## src/rtl/crt_garner_sequencer_if.sv

```systemverilog
// Handshake bundle for crt_garner_sequencer: start/busy control, the input pair
// stream, the shared modular-inverse port and the result stream.
// The sequencer connects to the slave view. The environment (residue source,
// inverse unit and result consumer) connects to the master view.
interface crt_garner_sequencer_if #(
    parameter int unsigned W  = 4,
    parameter int unsigned RW = 12
);
    logic          start;
    logic          busy;
    logic          in_valid;
    logic          in_ready;
    logic [W-1:0]  in_m;
    logic [W-1:0]  in_x;
    logic          inv_req;
    logic [W-1:0]  inv_a;
    logic [W-1:0]  inv_m;
    logic          inv_done;
    logic [W-1:0]  inv_result;
    logic          out_valid;
    logic          out_ready;
    logic [RW-1:0] result;
    logic [RW-1:0] modulus;
    logic          error;

    modport master (
        output start, in_valid, in_m, in_x, inv_done, inv_result, out_ready,
        input  busy, in_ready, inv_req, inv_a, inv_m, out_valid, result, modulus, error
    );

    modport slave (
        input  start, in_valid, in_m, in_x, inv_done, inv_result, out_ready,
        output busy, in_ready, inv_req, inv_a, inv_m, out_valid, result, modulus, error
    );
endinterface

```

## src/rtl/crt_garner_sequencer.sv

```systemverilog
// Iterative CRT reconstruction (Garner's method) around one shared external
// modular-inverse unit. It keeps a running (X, M) pair and folds in each new
// (m, x) pair.
// Optional macro CRT_INV_TIMEOUT_EN adds an inverse-wait watchdog. The watchdog
// aborts with an error after TIMEOUT cycles.
module crt_garner_sequencer #(
    parameter int unsigned W       = 4,
    parameter int unsigned K       = 3,
    parameter int unsigned RW      = W * K,
    parameter int unsigned TIMEOUT = 64
) (
    input logic                   clk,
    input logic                   reset,
    crt_garner_sequencer_if.slave bus
);
    localparam int unsigned CW = $clog2(K + 1);

    typedef enum logic [2:0] {
        StIdle, StWaitIn, StReduce, StInvReq, StInvWait, StUpdate, StDone
    } state_e;

    state_e        state_q, state_d;
    logic [CW-1:0] cnt_q, cnt_d;
    logic [RW-1:0] x_acc_q, x_acc_d;
    logic [RW-1:0] m_acc_q, m_acc_d;
    logic [W-1:0]  m_q, m_d;
    logic [W-1:0]  xin_q, xin_d;
    logic [W-1:0]  a_q, a_d;
    logic [W-1:0]  d_q, d_d;
    logic [W-1:0]  r_q, r_d;
    logic          err_q, err_d;

    // Datapath terms. All arithmetic is done at RW bits, so no product can wrap.
    logic [RW-1:0] m_ext, a_calc, xr_calc, xacc_r_calc, d_calc, chk_calc, t_calc;
    logic [RW-1:0] x_new, m_new, first_x;
    logic          check_ok;

    assign m_ext       = RW'(m_q);
    assign a_calc      = m_acc_q % m_ext;
    assign xr_calc     = RW'(xin_q) % m_ext;
    assign xacc_r_calc = x_acc_q % m_ext;
    assign d_calc      = (xr_calc + m_ext - xacc_r_calc) % m_ext;
    assign chk_calc    = (RW'(a_q) * RW'(bus.inv_result)) % m_ext;
    assign check_ok    = (chk_calc == RW'(1));
    assign t_calc      = (RW'(d_q) * RW'(r_q)) % m_ext;
    assign x_new       = x_acc_q + m_acc_q * t_calc;
    assign m_new       = m_acc_q * m_ext;
    assign first_x     = RW'(bus.in_x) % RW'(bus.in_m);

`ifdef CRT_INV_TIMEOUT_EN
    localparam int unsigned TW = $clog2(TIMEOUT + 1);
    logic [TW-1:0] wait_q;

    // Watchdog: count cycles spent in INV_WAIT, restart from zero elsewhere
    always_ff @(posedge clk or negedge reset) begin
        if (!reset) begin
            wait_q <= '0;
        end else if (state_q == StInvWait) begin
            wait_q <= wait_q + TW'(1);
        end else begin
            wait_q <= '0;
        end
    end
`else
    logic unused_timeout;
    assign unused_timeout = (TIMEOUT != 0);
`endif

    // State and datapath registers
    always_ff @(posedge clk or negedge reset) begin
        if (!reset) begin
            state_q <= StIdle;
            cnt_q   <= '0;
            x_acc_q <= '0;
            m_acc_q <= '0;
            m_q     <= '0;
            xin_q   <= '0;
            a_q     <= '0;
            d_q     <= '0;
            r_q     <= '0;
            err_q   <= 1'b0;
        end else begin
            state_q <= state_d;
            cnt_q   <= cnt_d;
            x_acc_q <= x_acc_d;
            m_acc_q <= m_acc_d;
            m_q     <= m_d;
            xin_q   <= xin_d;
            a_q     <= a_d;
            d_q     <= d_d;
            r_q     <= r_d;
            err_q   <= err_d;
        end
    end

    // Next-state sequencing and register updates for each fold step
    always_comb begin
        state_d = state_q;
        cnt_d   = cnt_q;
        x_acc_d = x_acc_q;
        m_acc_d = m_acc_q;
        m_d     = m_q;
        xin_d   = xin_q;
        a_d     = a_q;
        d_d     = d_q;
        r_d     = r_q;
        err_d   = err_q;
        unique case (state_q)
            StIdle: begin
                if (bus.start) begin
                    state_d = StWaitIn;
                    cnt_d   = '0;
                    x_acc_d = '0;
                    m_acc_d = '0;
                    err_d   = 1'b0;
                end
            end
            StWaitIn: begin
                if (bus.in_valid) begin
                    if (bus.in_m < W'(2)) begin
                        err_d   = 1'b1;
                        state_d = StDone;
                    end else if (cnt_q == '0) begin
                        x_acc_d = first_x;
                        m_acc_d = RW'(bus.in_m);
                        cnt_d   = CW'(1);
                    end else begin
                        m_d     = bus.in_m;
                        xin_d   = bus.in_x;
                        state_d = StReduce;
                    end
                end
            end
            StReduce: begin
                a_d     = a_calc[W-1:0];
                d_d     = d_calc[W-1:0];
                state_d = StInvReq;
            end
            StInvReq: begin
                state_d = StInvWait;
            end
            StInvWait: begin
                if (bus.inv_done) begin
                    if (check_ok) begin
                        r_d     = bus.inv_result;
                        state_d = StUpdate;
                    end else begin
                        // Not coprime: the returned value cannot be an inverse.
                        err_d   = 1'b1;
                        state_d = StDone;
                    end
                end
`ifdef CRT_INV_TIMEOUT_EN
                else if (wait_q == TW'(TIMEOUT - 1)) begin
                    err_d   = 1'b1;
                    state_d = StDone;
                end
`endif
            end
            StUpdate: begin
                x_acc_d = x_new;
                m_acc_d = m_new;
                cnt_d   = cnt_q + CW'(1);
                state_d = (cnt_q + CW'(1) == CW'(K)) ? StDone : StWaitIn;
            end
            StDone: begin
                if (bus.out_ready) begin
                    state_d = StIdle;
                    err_d   = 1'b0;
                end
            end
            default: state_d = StIdle;
        endcase
    end

    assign bus.busy      = (state_q != StIdle);
    assign bus.in_ready  = (state_q == StWaitIn);
    assign bus.inv_req   = (state_q == StInvReq);
    assign bus.inv_a     = a_q;
    assign bus.inv_m     = m_q;
    assign bus.out_valid = (state_q == StDone);
    assign bus.error     = bus.out_valid & err_q;
    assign bus.result    = (bus.out_valid && !err_q) ? x_acc_q : '0;
    assign bus.modulus   = (bus.out_valid && !err_q) ? m_acc_q : '0;
endmodule
```

## src/flat_wrapper.sv

```systemverilog
// flat-port wrapper written by rule: the top's interface ports become plain ports
module crt_garner_sequencer_flat 
#(
    parameter int unsigned W       = 4,
    parameter int unsigned K       = 3,
    parameter int unsigned RW      = W * K,
    parameter int unsigned TIMEOUT = 64
)
  (clk, reset, bus_start, bus_in_valid, bus_in_m, bus_in_x, bus_inv_done, bus_inv_result, bus_out_ready, bus_busy, bus_in_ready, bus_inv_req, bus_inv_a, bus_inv_m, bus_out_valid, bus_result, bus_modulus, bus_error);
  crt_garner_sequencer_if #(.W(W), .RW(RW)) bus_i ();
  input logic clk;
  input logic reset;
  input wire logic [$bits(bus_i.start)-1:0] bus_start;
  input wire logic [$bits(bus_i.in_valid)-1:0] bus_in_valid;
  input wire logic [$bits(bus_i.in_m)-1:0] bus_in_m;
  input wire logic [$bits(bus_i.in_x)-1:0] bus_in_x;
  input wire logic [$bits(bus_i.inv_done)-1:0] bus_inv_done;
  input wire logic [$bits(bus_i.inv_result)-1:0] bus_inv_result;
  input wire logic [$bits(bus_i.out_ready)-1:0] bus_out_ready;
  output wire logic [$bits(bus_i.busy)-1:0] bus_busy;
  output wire logic [$bits(bus_i.in_ready)-1:0] bus_in_ready;
  output wire logic [$bits(bus_i.inv_req)-1:0] bus_inv_req;
  output wire logic [$bits(bus_i.inv_a)-1:0] bus_inv_a;
  output wire logic [$bits(bus_i.inv_m)-1:0] bus_inv_m;
  output wire logic [$bits(bus_i.out_valid)-1:0] bus_out_valid;
  output wire logic [$bits(bus_i.result)-1:0] bus_result;
  output wire logic [$bits(bus_i.modulus)-1:0] bus_modulus;
  output wire logic [$bits(bus_i.error)-1:0] bus_error;
  assign bus_i.start = bus_start;
  assign bus_i.in_valid = bus_in_valid;
  assign bus_i.in_m = bus_in_m;
  assign bus_i.in_x = bus_in_x;
  assign bus_i.inv_done = bus_inv_done;
  assign bus_i.inv_result = bus_inv_result;
  assign bus_i.out_ready = bus_out_ready;
  assign bus_busy = bus_i.busy;
  assign bus_in_ready = bus_i.in_ready;
  assign bus_inv_req = bus_i.inv_req;
  assign bus_inv_a = bus_i.inv_a;
  assign bus_inv_m = bus_i.inv_m;
  assign bus_out_valid = bus_i.out_valid;
  assign bus_result = bus_i.result;
  assign bus_modulus = bus_i.modulus;
  assign bus_error = bus_i.error;
  crt_garner_sequencer #(.W(W), .K(K), .RW(RW), .TIMEOUT(TIMEOUT)) u_core (.clk(clk), .reset(reset), .bus(bus_i));
endmodule
```

## config.mk

```make
export PLATFORM = sky130hd
export DESIGN_NAME = crt_garner_sequencer_flat
export DESIGN_NICKNAME = d
export VERILOG_FILES = /design/src/rtl/crt_garner_sequencer_if.sv /design/src/rtl/crt_garner_sequencer.sv /design/src/flat_wrapper.sv
export SDC_FILE = /design/constraint.sdc
export NUM_CORES = 1
export LEC_CHECK = 0
export BUFFER_PORTS_ARGS = -buffer_cell sky130_fd_sc_hd__buf_2
export CORE_MARGIN = 1.5
export CORE_UTILIZATION = 47
export CTS_CLUSTER_SIZE = 20
export DETAILED_ROUTE_END_ITERATION = 8
export GPL_TIMING_DRIVEN = 0
export PLACE_DENSITY = 0.69
export SYNTH_ARGS = -nofsm -noshare
export SYNTH_HDL_FRONTEND = slang
export SYNTH_SLANG_ARGS = --single-unit
export TNS_END_PERCENT = 10
```

## constraint.sdc

```tcl
create_clock -name clk -period 73.1 [get_ports clk]
set_clock_uncertainty 0.15 [all_clocks]
set_input_delay 3.655 -clock clk [delete_from_list [all_inputs] [get_ports clk]]
set_output_delay 3.655 -clock clk [all_outputs]
set_load 0.02 [all_outputs]
```

==> reports/qor.yml, run 1 <==
cp.arrival_ns: 47.94
cp_slowest_cell: "nor3_1"
root_buffer: "clkbuf_16"
crit_path_end_kind: "register"
area_growth_pct: 5.732
timing.final.max_slew_violations: 0
slew-limit-headroom: 0.2086
fin_tns_setup_ns: 0
start_util: 0.4745
dr.pass1.iters: 7
min_period_ns: 47.86
die_h_um: 238.4
rows: 86
antennaDiodeCount: 0
start_kind: "register"
synthCells: 3540
status: "complete, no violations"
first_global_vias: 23160
grt_pass1_wl_mm: 113.9
die_x_um: 238.4
num-nets-final: 4126
r2r_setup_slack_ns: 25.24
wire_per_inst_um: 16.02
wl_mm: 69.37
ctsHoldBuffers: 0
grt_use_total: 0.2385
coreArea_um2: 54880
async_reset_ff_frac: 1.000
synth.distinct_cells: 111
drtAntennaViolNets: 0
cp.required_ns: 73.18
fmax_mhz: 20.89
synth_warnings: 0
clkTransAtPathRegs_ns: 0.07
critPathKind: "register to register"
cts_resized: 0
cts_tree: "built"
post-cts-setup-buffer-count: 0
synth_edf_count: 0
cts.sinks: 50
crit_top_cell: "ha_1"
viasPerCell: 5.969
holdPathStages: 1
hold_violations: 0
hp-class: "register to register"
yosysTopAreaCellShare: 0.1912
antenna_found_initial: 1
netlist_area_um2: 26040
ys_seq_area_frac: 0.04805
first_iter_violations: 1379
overflow: 0
r2r-end: "u_core.d_q[3]$_DFFE_PN0P_"
htree_levels: 2
vias: 25850
worst_r2r_path_depth: 195
period_share: 0.6548
synth-seq-cells: 50
cap_violations: 0
drive_gt1_frac: 0.06645
rsz0062_at_grt: "no"
numCtsBuffers: 5
syn_area_per_cell_um2: 7.356
hpwl_mm: 55.91
grt_max_degree: 72
synth_top_cell_by_area: "ha_1"
io_buffer_count: 54
insertion_delay_ns: 0.32
clockBufferDepth: 2
hp-start: "u_core.cnt_q[0]$_DFFE_PN0P_"
die-area_um2: 56830
critPathMaxFanout: 11
synth_flop_cell: "dfrtp_1"
hold_end: "u_core.cnt_q[0]$_DFFE_PN0P_"
io_pins: 55
gp_congestion: 0.9014
setup_viol: 0
r2r_start: "u_core.bus.inv_m[1]$_DFFE_PN0P_"
cpPeakStageDelay_ns: 1.09
yosysMostFrequentCell: "ha_1"
fill_cells: 5514
route.detailed.drc: 0
ys_top_cells_by_area: "ha_1, fa_1, dfrtp_1"
worst_pin_slew_ns: 1.176
synthTopCellsByCount: "ha_1, nand2_1, nor2_1"
per-layer routing:
metal  GRT usage  vias to the layer above  part of all wire
met5           0                        -           0.00019
met4     0.03989                        2             0.015
met3     0.02580                       68             0.051
met2      0.3932                      518              0.45
met1      0.3381                    12110              0.49
li1            -                    13150                 -
how the worst max path moves through the flow:
stage	startpoint	end	slack, ns	depth (start not counted)
3_3_place_gp	u_core.bus.inv_m[0]$_DFFE_PN0P_	u_core.d_q[3]$_DFFE_PN0P_	21.80	198
2_1_floorplan	u_core.bus.inv_m[0]$_DFFE_PN0P_	u_core.d_q[3]$_DFFE_PN0P_	30.66	204
6_report	u_core.bus.inv_m[1]$_DFFE_PN0P_	u_core.d_q[3]$_DFFE_PN0P_	25.24	195
4_1_cts	u_core.bus.inv_m[0]$_DFFE_PN0P_	u_core.d_q[3]$_DFFE_PN0P_	25.76	200
5_1_grt	u_core.bus.inv_m[0]$_DFFE_PN0P_	u_core.d_q[3]$_DFFE_PN0P_	20.99	202
3_5_place_dp	u_core.bus.inv_m[0]$_DFFE_PN0P_	u_core.d_q[3]$_DFFE_PN0P_	25.96	200
worst max-delay path: cells and delay by family (launching register included):
| kind | cells | cell delay, ns |
|---|---|---|
| AO/OA/AOI/OAI | 96 | 21.59 |
| AND/OR/NAND/NOR | 46 | 10.97 |
| adder cells (fa/ha/maj) | 25 | 8.06 |
| multiplexers | 9 | 2.94 |
| buffers and inverters | 14 | 2.12 |
| XOR/XNOR | 5 | 1.00 |
| flip-flops | 1 | 0.81 |
placed cells by master, fill, tap and decap left out, types with 90 or more instances in the layout:
cell,Yosys,routed
a21oi_1,210,210
and2_1,90,90
ha_1,398,398
inv_1,245,243
nand2_1,324,324
nor2_1,285,285
nor3_1,202,202
o21a_1,159,159
o21ai_0,204,204
xnor2_1,141,141
sequential cells by signal (all words and copies together), names as in the netlist:
signal            cells
u_core.bus.inv_a      4
u_core.bus.inv_m      4
u_core.cnt_q          2
u_core.d_q            4
u_core.err_q          1
u_core.m_acc_q       12
u_core.r_q            4
u_core.state_q        3
u_core.x_acc_q       12
u_core.xin_q          4
final cells by class:
| cell class | instances | area, um2 | area share |
|---|---|---|---|
| multi-input cells | 3183 | 23620 | 0.8580 |
| flip-flops and latches | 50 | 1252 | 0.04549 |
| inverters | 247 | 938.4 | 0.03408 |
| well taps | 704 | 880.8 | 0.03199 |
| plain buffers | 81 | 322.8 | 0.01172 |
| clock buffers | 5 | 125.1 | 0.004544 |
| clock inverters | 3 | 21.27 | 0.0007726 |
| repair buffers | 58 | 367.9 | 0.01336 |
per-stage QoR:
| step | cells | util | hold WS [ns] | setup WS (ns) | instance area (um2) |
|---|---|---|---|---|---|
| 2_1_floorplan | 3561 | - | 0.3228 | 30.66 | 26120 |
| 3_3_place_gp | 4319 | 0.4969 | 0.3455 | 21.80 | 27270 |
| 3_5_place_dp | 4323 | 0.4990 | 0.3446 | 25.96 | 27380 |
| 4_1_cts | 4331 | 0.5017 | 0.3691 | 25.76 | 27530 |
| 5_1_grt | 4331 | 0.5017 | 0.3831 | 20.99 | 27530 |
| 6_report | 4331 | 0.5017 | 0.3726 | 25.24 | 27530 |
kinds of logic (layout without fill, tap and decap cells):
logic type	Yosys count	count (layout)	share of synthesized area
XOR/XNOR	201	201	0.06813
other	1	22	0.0001440
AO/OA/AOI/OAI	992	992	0.2564
adder cells (fa/ha/maj)	483	483	0.2562
buffers and inverters	328	394	0.04800
AND/OR/NAND/NOR	1337	1337	0.2622
multiplexers	148	148	0.06088
flip-flops	50	50	0.04805
Power of run 1 is left out: the tool's default activity adds up to more than one toggle a clock period on the data nets, which glitch-free logic cannot reach.
==> run 2, diff against run 1 <==
- PLACE_DENSITY: 0.69 -> 0.71
- clock period: 73.1 -> 40.6 ns (I/O delays scaled with it)
==> reports/qor.yml, run 2 (same netlist as run 1, synthesis figures left out) <==
numCtsBuffers: 5
area_growth_pct: 12.74
critPathMaxFanout: 8
viasPerCell: 6.044
fmax_mhz: 25.62
timing.final.max_slew_violations: 0
crit_path_end_kind: "register"
start_util: 0.4745
rows: 86
final_cell_mix: "ha_1, nand2_1, nor2_1"
start_kind: "register"
multiInputGateArea_um2: 24520
cp.required_ns: 40.68
setup_viol: 0
status: "complete, no violations"
final_core_util: 0.5350
grt_use_total: 0.2482
antennaDiodeCount: 0
antenna_found_initial: 2
slew-limit-headroom: 0.3368
wl_mm: 73.66
cp_slowest_cell: "dfrtp_4"
crit_top_cell: "o21a_1"
hp-start: "u_core.cnt_q[0]$_DFFE_PN0P_"
drive_gt1_frac: 0.1290
gp_congestion: 0.9112
grt_max_degree: 51
fill_cells: 5254
io_buffer_count: 54
hold_violations: 0
holdPathStages: 1
cpPeakStageDelay_ns: 0.56
cts.sinks: 50
r2r_setup_slack_ns: 1.57
htree_levels: 2
worst_r2r_path_depth: 197
insertion_delay_ns: 0.32
period_share: 0.9614
route.detailed.drc: 0
num-nets-final: 4235
hp-class: "register to register"
top_regs: "u_core.m_acc_q x12, u_core.x_acc_q x12"
grt_pass1_wl_mm: 118.4
min_period_ns: 39.03
overflow: 0
cp.arrival_ns: 39.11
io_pins: 55
root_buffer: "clkbuf_16"
drtAntennaViolNets: 0
first_iter_violations: 1695
r2r_start: "u_core.bus.inv_m[1]$_DFFE_PN0P_"
die_x_um: 238.4
final-seq-area_um2: 1261
hpwl_mm: 55.54
first_global_vias: 24110
r2r-end: "u_core.d_q[3]$_DFFE_PN0P_"
final_common_cell: "ha_1"
wire_per_inst_um: 16.59
die-area_um2: 56830
cap_violations: 0
coreArea_um2: 54880
die_h_um: 238.4
clockBufferDepth: 2
critPathKind: "register to register"
vias: 26830
worst_pin_slew_ns: 0.9858
cts_tree: "built"
hold_end: "u_core.cnt_q[0]$_DFFE_PN0P_"
dr.pass1.iters: 7
clkTransAtPathRegs_ns: 0.08
-- run 2: cell count changes in the layout (fill, tap and decap cells not counted), moves of 11 or more --
cell / delta
o21ai_1: +13
a21oi_1: -25
buf_4: +111
a21oi_2: +19
ha_1: -13
nor2_1: -13
o21ai_2: +11
o21ai_0: -28
-- run 2: worst max path at each step --
| stage | slack (ns) | start | depth (start not counted) | endpoint |
|---|---|---|---|---|
| floorplan | 0.08 | u_core.bus.inv_m[1]$_DFFE_PN0P_ | 201 | u_core.d_q[3]$_DFFE_PN0P_ |
| global placement | -7.35 | u_core.bus.inv_m[1]$_DFFE_PN0P_ | 194 | u_core.d_q[3]$_DFFE_PN0P_ |
| detailed placement | -6.72 | u_core.bus.inv_m[0]$_DFFE_PN0P_ | 198 | u_core.d_q[3]$_DFFE_PN0P_ |
| CTS | 0.06 | u_core.bus.inv_m[0]$_DFFE_PN0P_ | 206 | u_core.d_q[3]$_DFFE_PN0P_ |
| global route | -0.44 | u_core.bus.inv_m[1]$_DFFE_PN0P_ | 200 | u_core.d_q[3]$_DFFE_PN0P_ |
| finish | 1.57 | u_core.bus.inv_m[1]$_DFFE_PN0P_ | 197 | u_core.d_q[3]$_DFFE_PN0P_ |
-- run 2: repair_timing --
item / 4_1_cts / 5_1_grt
setup endpoints to repair: 4 / 4
setup buffers: 33 / 77
pin swaps: 16 / 74
hold endpoints to repair: 0 / 0
gates cloned: 3 / 0
hold buffers: 0 / 0
gates resized for setup: 79 / 143
-- run 2: layout make-up --
cell class | count | share of cell area
Buffer | 76 | 0.01121
Clock buffer | 6 | 0.004731
Clock inverter | 2 | 0.0005541
Inverter | 247 | 0.03295
Multi-Input combinational cell | 3183 | 0.8353
Sequential cell | 50 | 0.04296
Tap cell | 704 | 0.03000
Timing Repair Buffer | 169 | 0.04104
Timing Repair inverter | 3 | 0.001279
-- run 2: routing by layer --
layer,vias up,global-route usage,share of wire
li1,13370,-,-
met1,12640,0.3493,0.47
met2,709,0.4069,0.45
met3,108,0.02696,0.062
met4,2,0.05313,0.022
met5,-,0,0.000095
-- run 2: through the flow --
| stage | instance area [um2] | cells | worst slack [ns] | setup TNS [ns] | hold WS [ns] |
|---|---|---|---|---|---|
| after CTS | 28200 | 4365 | 0.06338 | 0 | 0.3763 |
| after floorplan | 26160 | 3561 | 0.08028 | 0 | 0.3228 |
| final | 29360 | 4440 | 1.567 | 0 | 0.3838 |
| after global placement | 27310 | 4319 | -7.354 | -28.78 | 0.3377 |
| after detailed placement | 27410 | 4324 | -6.716 | -26.24 | 0.3561 |
| after global routing | 29360 | 4440 | -0.4388 | -1.250 | 0.3906 |
-- run 2: worst max-delay path: cells and delay by family, from the launching register on --
kind | cells | cell delay, ns
AO/OA/AOI/OAI | 88 | 15.08
AND/OR/NAND/NOR | 55 | 10.41
multiplexers | 10 | 2.96
XOR/XNOR | 5 | 0.93
flip-flops | 1 | 0.56
buffers and inverters | 14 | 1.72
adder cells (fa/ha/maj) | 25 | 7.10
Power of run 2 is left out for the same reason.
